File: src/rtl/instr_sequencer.sv
// Program RAM plus in-order instruction issue over a valid/ready handshake.
// Optional build macro SEQ_LOOP_EN adds a 'loop' input that restarts the program at pc=0 instead of finishing.
module instr_sequencer #(
  parameter int DEPTH = 16,
  parameter int AW    = 4
) (
  input  logic          clk,
  input  logic          rst_n,
  input  logic          load_en,
  input  logic [AW-1:0] load_addr,
  input  logic [15:0]   load_data,
  input  logic [AW:0]   prog_len,
  input  logic          start,
  input  logic          abort,
  input  logic          instr_ready,
`ifdef SEQ_LOOP_EN
  input  logic          loop,
`endif
  output logic [15:0]   instruction,
  output logic          instr_valid,
  output logic [AW-1:0] pc,
  output logic          busy,
  output logic          done
);

  // Handshake: a word transfers on any cycle where instr_valid && instr_ready;
  // while instr_ready is low the presented word, pc and instr_valid hold.
  typedef enum logic {S_IDLE, S_RUN} state_t;

  state_t        r_state;
  logic [15:0]   r_mem [DEPTH];
  logic [AW:0]   r_len;
  logic [AW-1:0] r_pc;
  logic [15:0]   r_instr;
  logic          r_valid;
  logic          r_busy;
  logic          r_done;
  logic          r_loop;

  logic [AW:0]   w_len;
  logic          w_last;
  logic [AW-1:0] w_pc_next;
  logic          w_loop_in;

  assign w_len     = (prog_len > (AW+1)'(DEPTH)) ? (AW+1)'(DEPTH) : prog_len;
  assign w_last    = ({1'b0, r_pc} == (r_len - 1'b1));
  assign w_pc_next = r_pc + 1'b1;

`ifdef SEQ_LOOP_EN
  assign w_loop_in = loop;
`else
  assign w_loop_in = 1'b0;
`endif

  always_ff @(posedge clk) begin
    if (load_en && (r_state == S_IDLE)) r_mem[load_addr] <= load_data;
  end

  always_ff @(posedge clk or negedge rst_n) begin
    if (!rst_n) begin
      r_state <= S_IDLE;
      r_len   <= '0;
      r_pc    <= '0;
      r_instr <= '0;
      r_valid <= 1'b0;
      r_busy  <= 1'b0;
      r_done  <= 1'b0;
      r_loop  <= 1'b0;
    end else begin
      r_done <= 1'b0;
      case (r_state)
        S_IDLE: begin
          if (start) begin
            if (prog_len == '0) begin
              r_done <= 1'b1;
            end else begin
              r_state <= S_RUN;
              r_len   <= w_len;
              r_loop  <= w_loop_in;
              r_pc    <= '0;
              r_valid <= 1'b1;
              r_busy  <= 1'b1;
              // Same-cycle write to word 0 must be visible in the first issued word.
              r_instr <= (load_en && (load_addr == '0)) ? load_data : r_mem[0];
            end
          end
        end
        S_RUN: begin
          if (abort) begin
            r_state <= S_IDLE;
            r_valid <= 1'b0;
            r_instr <= '0;
            r_busy  <= 1'b0;
          end else if (instr_ready) begin
            if (!w_last) begin
              r_pc    <= w_pc_next;
              r_instr <= r_mem[w_pc_next];
            end else if (r_loop) begin
              r_pc    <= '0;
              r_instr <= r_mem[0];
            end else begin
              r_state <= S_IDLE;
              r_valid <= 1'b0;
              r_instr <= '0;
              r_busy  <= 1'b0;
              r_done  <= 1'b1;
            end
          end
        end
        default: r_state <= S_IDLE;
      endcase
    end
  end

  assign instruction = r_instr;
  assign instr_valid = r_valid;
  assign pc          = r_pc;
  assign busy        = r_busy;
  assign done        = r_done;

endmodule

File: config.mk
export PLATFORM = sky130hd
export DESIGN_NAME = instr_sequencer
export DESIGN_NICKNAME = d
export VERILOG_FILES = /design/src/rtl/instr_sequencer.sv
export SDC_FILE = /design/constraint.sdc
export NUM_CORES = 1
export LEC_CHECK = 0
export ABC_CLOCK_PERIOD_IN_PS = 6300
export CELL_PAD_IN_SITES_DETAIL_PLACEMENT = 1
export CELL_PAD_IN_SITES_GLOBAL_PLACEMENT = 2
export CORE_ASPECT_RATIO = 0.6
export CORE_MARGIN = 10
export CORE_UTILIZATION = 45
export CTS_BUF_LIST = sky130_fd_sc_hd__clkbuf_8
export CTS_CLUSTER_SIZE = 40
export DETAILED_ROUTE_END_ITERATION = 16
export PLACE_DENSITY_LB_ADDON = 0.3
export SYNTH_ARGS = -nofsm -noshare
export SYNTH_HDL_FRONTEND = slang
export SYNTH_SLANG_ARGS = --single-unit
File: constraint.sdc
create_clock -name clk -period 6.3 [get_ports clk]
set_input_delay 0.63 -clock clk [delete_from_list [all_inputs] [get_ports clk]]
set_output_delay 0.63 -clock clk [all_outputs]
set_load 0.02 [all_outputs]
Yosys cells after proc, flatten, opt, wreduce, memory -nomap -nowiden
Memory sizes are Yosys's and may differ from the RTL's.
Cells that the tools add are included.
Cells by class
  add/subtract/negate cells: 2
  $mul: 0
  div/mod/pow operators: 0
  magnitude comparators: 1
  eq/ne operators: 8
  shifts and indexed selects: 0
  multiplexer cells: 34
  bitwise gates (word level): 2
  reductions and logical operators: 8
Operator list (number)
  $mux 16: 6
  $pmux 16 s2: 1
  $mux 4: 5
  $mux 1: 17
  $ne 2x2->1 const B: 5
  $pmux 4 s2: 1
  $pmux 1 s2: 3
  $reduce_and 3->1: 2
  $eq 4x5->1: 1
  $gt 5x5->1 const B: 1
  $logic_not 5->1: 1
  $mux 5: 1
  $reduce_and 5->1: 1
  $sub 5x1->5 const B: 1
  $add 4x1->4 const B: 1
  $logic_not 4->1: 1
  $reduce_and 4->1: 1
  $ne 3x2->1 const B: 1
  $ne 3x3->1 const B: 1
  $logic_and 1x1->1: 2
  $not 1->1: 2
Storage, ports and cells
  flip-flop bits (word level): 28
  latch bits: 0
  memory bits (writable): 256
  memory bits (read-only): 0
  input bits: 31
  output and inout port bits: 23
  logic and storage cells: 62
  memories: 1
Memories
  r_mem: words 16, bits a word 16, rd ports 2, clocked after Yosys merged registers in 0, wr ports 1, line 31  | logic [15:0] r_mem [DEPTH];

Depth between registers and ports, before layout
Gate-level depths: netlist of run 1.
  depth after elaboration: 6
  mapped depth: 8
  mapped depth without buffers: 7

Worst setup path before layout of run 1
OpenSTA, ideal clock, no wires.
  path kind: in2reg
  start point: input load_en
  end point: memory r_mem[0][0] (enable)
  library setup time: 390 ps
  data arrival time: 2273 ps
  data required time: 5910 ps
  slack: 3636 ps
  cell stages on the path: 5
  path through: nor2b_1 -> nor4b_1 -> buf_2 -> buf_4 -> nor2b_1
Between the ends
  cells in the longest elaborated chain, start to end: 3
Ends and longest elaborated chain
  start, declared: line 9  | input logic load_en,
  $logic_and 1x1->1: line 56  | if (load_en && (r_state == S_IDLE)) r_mem[load_addr] <= load_data;
  $mux 1: line 56
  $mux 1 (not written as such): line 56
  end, declared: line 31
Every way passes these cells.

Final worst setup path of run 1
  start point: register r_pc[0] (netlist: pc[0])
  end point: register r_instr[12] (netlist: instruction[12])
Between the ends
  cells in the longest elaborated chain, start to end: 6
  elaborated cells between the ends (all ways): 7
Ends and longest elaborated chain
  start, declared: line 33  | logic [AW-1:0] r_pc;
  start signal, assigned: line 96  | r_pc <= w_pc_next;
  $add 4x1->4: line 47  | assign w_pc_next = r_pc + 1'b1;
  $mem_v2 16x16
  $mux 16 *: line 95  | if (!w_last) begin
  $mux 16 *: line 94  | end else if (instr_ready) begin
  $mux 16 *: line 89  | if (abort) begin
  $pmux 16 s2 *: line 71  | case (r_state)
  end signal, assigned: line 84  | r_instr <= (load_en && (load_addr == '0)) ? load_data : r_mem[0];
  end signal, assigned: line 97  | r_instr <= r_mem[w_pc_next];
  end signal, assigned: line 100  | r_instr <= r_mem[0];
  end, declared: line 34  | logic [15:0] r_instr;
Mark *: on every way between the ends. The rest lies on a longest branch, timed or not. The select of a mux whose other input is x is not followed.
A chain may end at the register's enable or synchronous reset.

==> flow_metrics.py, run 1 <==
metrics = {
    "timing": {
        "max_slew.worst_pin.slew_ps": 1250,
        "finalHoldViolCount": 0,
        "finalSetupTns_ps": 0,
        "max_freq_mhz": 309,
        "period_minus_slack_ps": 3240,
        "fin_ws_ps": 3060,
        "slew_headroom_pct": 16.4,
        "fin_skew_ps": 22.0,
        "grt_setup_unrepaired": "no",
        "finalSetupViolCount": 0,
        "post-route-period-util_pct": 51.4,
        "hold_ws_ps": 515,
        "slew_violations": 0,
    },
    "finish": {
        "area_delta_synth_final_pct": 14.5,
        "mostFrequentLayoutCells": "edfxtp_1, mux4_2, clkdlybuf4s50_1, clkbuf_8, mux2i_1",
        "layout_commonest_cell": "edfxtp_1",
        "design_area_mm2": 0.0132,
        "diodes": 0,
        "fin_cells": 1035,
        "drive_gt1_share_pct": 22.0,
        "final_core_util_pct": 52.3,
        "nNetsFinal": 708,
    },
    "global_routing": {
        "grt_overflow_total": 0,
        "grtUsageTotal_pct": 18.7,
        "antenna_found_initial": 0,
        "grt_pass1_wl_mm": 44.3,
        "grt_max_degree": 66,
        "grt_pass1_vias": 6590,
    },
    "routing": {
        "wl_per_cell_um": 28.7,
        "vias_per_cell": 5.97,
        "vias": 6177,
        "wl_mm": 29.7,
        "drc": 0,
        "ant_nets": 0,
        "firstDrtPassIters": 5,
        "drtIter0Drc": 664,
    },
    "setup_path": {
        "slowest_delay_ps": 1070,
        "cp.required_ps": 6720,
        "cp_max_fo": 65,
        "cp_cell_sequence": "ha_4 -> mux4_2 -> mux2i_1 -> a21oi_1 -> a221o_1",
        "crit_slowest_cell": "ha_4",
        "critPathKind": "register to register",
        "worst_setup_path_end_kind": "register",
        "cp.arrival_ps": 3660,
        "cp-start-kind": "register",
    },
    "floorplan": {
        "die_x_um": 227,
        "io_pins": 54,
        "std_cell_rows": 45,
        "dieHeight_um": 144,
        "start_util_pct": 45.7,
        "die_area_mm2": 0.0327,
        "coreArea_mm2": 0.0253,
    },
    "clocking": {
        "cts_buffers": 43,
        "clockBufferDepth": 3,
        "htreeDepth": 2,
        "cts_sinks": 284,
        "cts_hold_buf": 0,
        "cts_tree": "yes",
        "cts_setup_buffers": 0,
        "path_clk_slew_ps": 70,
        "insertion_delay_ps": 560,
        "cts_resized": 0,
        "cts-root-buf": "clkbuf_8",
    },
    "logic_synthesis": {
        "synthFlopType": "edfxtp_1",
        "synth_top_area_cell": "edfxtp_1",
        "ys_seq_area_share_pct": 72.6,
        "synthArstFlopShare_pct": 9.86,
        "synth_edf_count": 256,
        "synth_top_area_share_pct": 66.5,
        "syn-cell-area_mm2": 0.0116,
        "synthDistinctLibCells": 47,
        "synth_area_leaders": "edfxtp_1, mux4_2, dfrtp_1",
        "syn_nets": 621,
        "syn_area_per_cell_um2": 19.6,
        "netlist_instances": 588,
        "synth-warning-count": 0,
        "ys_ff_latch": 284,
    },
    "place": {
        "dpl.hpwl_mm": 17.2,
        "place_inst": 959,
        "pre_cts_slack_ps": 3090,
        "placed_area_mm2": 0.0125,
        "gp_congestion": 0.774,
        "port_buffers": 53,
    },
    "pwr": {
        "power_density_mw_per_mm2": 387,
        "finalPower_mw": 5.12,
        "total_leakage_power_nw": 4.37,
        "ir_drop_uv": 214,
    },
    "flow_run": {
        "drv_cap": 0,
    },
    "hold_path": {
        "hold_class": "input pin to async pin",
    },
    "outcome": {
        "status": "finished, final reports clean",
    },
}
power breakdown:
group	switching, mW	total, mW	leakage (nW)	internal (mW)
registers	0.105	2.24	2.66	2.13
clock network	0.698	1.39	0.451	0.695
logic	0.739	1.49	1.26	0.754
total	1.54	5.12	4.37	3.58
cells in the mapped netlist, types with 2 or more instances:
library cell / instances
nand4b_1: 2
nor2b_1: 21
a211oi_1: 16
dfrtp_1: 28
buf_4: 4
ha_1: 2
mux4_2: 64
buf_12: 4
nand3b_1: 6
inv_1: 6
edfxtp_1: 256
mux2i_1: 32
a221o_1: 16
a21o_1: 2
nand3_1: 2
buf_2: 18
nor3_1: 21
nand2b_1: 3
xor2_1: 2
clkbuf_1: 5
buf_6: 3
xnor2_1: 5
nor2_1: 14
nand2_1: 15
a21oi_1: 18
o221ai_1: 2
layout make-up:
type                       count  area [µm²]
clock buffer                  48         661
clock inverter                28         110
fill                        2299       12000
inverter                       6        22.5
multi-input combinational    263        2920
sequential                   284        8390
tap                          329         412
timing repair buffer          77         711
logic make-up after synthesis:
kind of cell | synth area share [%]
flops | 72.6
mux | 15.2
simple gates | 4.31
compound gates | 4.58
buf+inv | 2.51
xor+xnor | 0.531
fa+ha+maj | 0.217
worst max-delay path: cells and delay by family, from the launching register on:
family,cells,cell delay [ps]
AO/OA/AOI/OAI,2,440
adder cells (fa/ha/maj),1,1070
multiplexers,2,880
flip-flops,1,670
layer usage:
layer  track usage (%)  vias to the layer above  part of all wire [%]
met5                 0                        -                     0
met4              3.83                        0                   1.2
met3              4.95                       36                   8.0
met2              28.1                      259                    45
met1              27.0                     3284                    46
li1                  -                     2598                     -
worst paths after layout:
path / slack [ps] / endpoint / cells after the start / from
worst min register to register: 520 / instruction[10] / 1 / instruction[10]
max in group asynchronous: 5400 / pc[0] / 2 / rst_n
min in group clk: 520 / instruction[10] / 1 / instruction[10]
worst max register to register: 3060 / instruction[12] / 5 / pc[0]
worst min-delay path: 520 / instruction[13] / 2 / rst_n
worst max-delay path: 3060 / instruction[12] / 5 / pc[0]
registers in the layout, summed over array words and instances (netlist names):
name	flops
r_state	1
r_mem	256
r_len	5
pc	4
done	1
busy	1
instruction	16
No activity file was read; power rests on OpenSTA's default activity.
==> run 2: changes to the inputs <==
ABC_CLOCK_PERIOD_IN_PS = 3100   (was 6300)
clock period = 3.1 ns   (was 6.3 ns; I/O delays follow)
==> run 2 against run 1 <==
  * Cell count is 0.68% higher
  * Design area is 0.39% higher
  * Non-clock buffer count is 10 higher
  * Wire length is 5.0% lower
  * Total power is 100% higher
  * Largest cell class unchanged
  * Highest routed layer unchanged
  * Combinational power is 110% higher
  * Critical path depth is 3 lower
  * Worst hold slack worse by 200 ps
  * Clock skew is 7.9 ps lower
  * Count of clock-buffer cells in the layout is 6 lower
==> flow_metrics.py, run 2 (same netlist as run 1, synthesis figures left out) <==
metrics = {
    "routing": {
        "vias_per_cell": 5.85,
        "wl_mm": 28.2,
        "vias": 6094,
        "ant_nets": 0,
        "firstDrtPassIters": 5,
        "drc": 0,
        "drtIter0Drc": 726,
        "wl_per_cell_um": 27.1,
    },
    "pwr": {
        "power_density_mw_per_mm2": 775,
        "total_leakage_power_nw": 4.41,
        "ir_drop_uv": 426,
    },
    "floorplan": {
        "io_pins": 54,
        "start_util_pct": 45.7,
        "die_x_um": 227,
        "std_cell_rows": 45,
        "dieHeight_um": 144,
        "die_area_mm2": 0.0327,
        "coreArea_mm2": 0.0253,
    },
    "clocking": {
        "cts_sinks": 284,
        "cts-root-buf": "clkbuf_8",
        "cts_hold_buf": 0,
        "clockBufferDepth": 3,
        "insertion_delay_ps": 560,
        "cts_resized": 0,
        "cts_setup_buffers": 0,
        "cts_buffers": 41,
        "htreeDepth": 2,
        "path_clk_slew_ps": 60,
        "cts_tree": "yes",
    },
    "global_routing": {
        "grtUsageTotal_pct": 17.6,
        "grt_pass1_vias": 6569,
        "grt_pass1_wl_mm": 42.2,
        "grt_max_degree": 70,
        "grt_overflow_total": 0,
        "antenna_found_initial": 0,
    },
    "place": {
        "gp_congestion": 0.791,
        "port_buffers": 53,
        "place_inst": 969,
        "dpl.hpwl_mm": 16.3,
        "pre_cts_slack_ps": 447,
    },
    "setup_path": {
        "critPathKind": "register to output port",
        "cp_max_fo": 69,
        "worst_setup_path_end_kind": "output port",
        "cp.required_ps": 2790,
        "cp-start-kind": "register",
        "cp.arrival_ps": 2210,
    },
    "finish": {
        "mostFrequentLayoutCells": "edfxtp_1, mux4_2, clkdlybuf4s50_1, clkbuf_8, mux2i_1",
        "largest-register": "r_mem",
        "layout_commonest_cell": "edfxtp_1",
        "nNetsFinal": 716,
        "final_core_util_pct": 52.5,
        "drive_gt1_share_pct": 22.9,
        "area_delta_synth_final_pct": 15.0,
        "fillerInstances": 2278,
        "fin_cells": 1042,
        "diodes": 0,
        "largest_reg_flops": 256,
    },
    "timing": {
        "slew_headroom_pct": 32.1,
        "finalHoldViolCount": 0,
        "post-route-period-util_pct": 81.2,
        "period_minus_slack_ps": 2520,
        "max_slew.worst_pin.slew_ps": 1020,
        "max_freq_mhz": 397,
        "slew_violations": 0,
        "fin_skew_ps": 14.2,
        "finalSetupViolCount": 0,
        "finalSetupTns_ps": 0,
        "fin_ws_ps": 582,
        "grt_setup_unrepaired": "no",
    },
    "flow_run": {
        "drv_cap": 0,
    },
    "hold_path": {
        "hold_class": "input pin to async pin",
    },
    "outcome": {
        "status": "finished, final reports clean",
    },
}
## run 2: cell count changes in the layout (fill, tap and decap cells not counted)
cell        before  now
buf_12           0    3
clkinvlp_4       0    2
clkbuf_8        48   42
clkinv_1        10    8
clkinv_2         4    6
buf_4           24   31
inv_1           20   21
## run 2: worst max-delay path: stages, from the launching register on
cell	delay, ps
dfrtp_4	440
buf_12	450
clkdlybuf4s50_1	720
## run 2: cell type report
class	count	area, µm²	share of cell area [%]
Inverter	6	22.5	0.170
Multi-Input combinational cell	263	2920	22.0
Sequential cell	284	8390	63.2
Tap cell	329	412	3.10
Clock buffer	42	578	4.35
Timing Repair Buffer	87	823	6.20
Clock inverter	31	131	0.989
## run 2: path summary, 6_finish.rpt
kind	from	end	slack [ps]	depth (start not counted)
worst min-delay path	rst_n	r_len[1]	320	1
min in group clk	prog_len[1]	r_len[1]	370	3
max in group asynchronous	rst_n	instruction[9]	2030	2
worst max-delay path	pc[0]	pc[0]	580	2
worst max register to register	pc[0]	instruction[9]	640	6
worst min register to register	instruction[1]	instruction[1]	520	1
## run 2: power breakdown
part	leakage, nW	internal [mW]	switching, mW
clock network	0.418	1.26	1.41
logic	1.32	1.59	1.55
registers	2.66	4.33	0.145
total	4.41	7.18	3.11
## run 2: metrics by stage
| stage | hold slack, ps | total power [mW] | cell area, µm² |
|---|---|---|---|
| 2_1_floorplan | 14.4 | 6.87 | 11600 |
| 3_3_place_gp | 497 | 7.67 | 12600 |
| 3_5_place_dp | 508 | 7.74 | 12600 |
| 4_1_cts | 318 | 10.4 | 13300 |
| 5_1_grt | 369 | 10.8 | 13300 |
| 6_report | 318 | 10.3 | 13300 |
## run 2: routing by layer
metal	up-vias	global-route usage [%]	wire length [µm]
li1	2604	-	-
met5	-	0	0
met3	44	3.46	1710
met4	0	4.71	481
met2	177	27.3	13000
met1	3269	25.1	13100
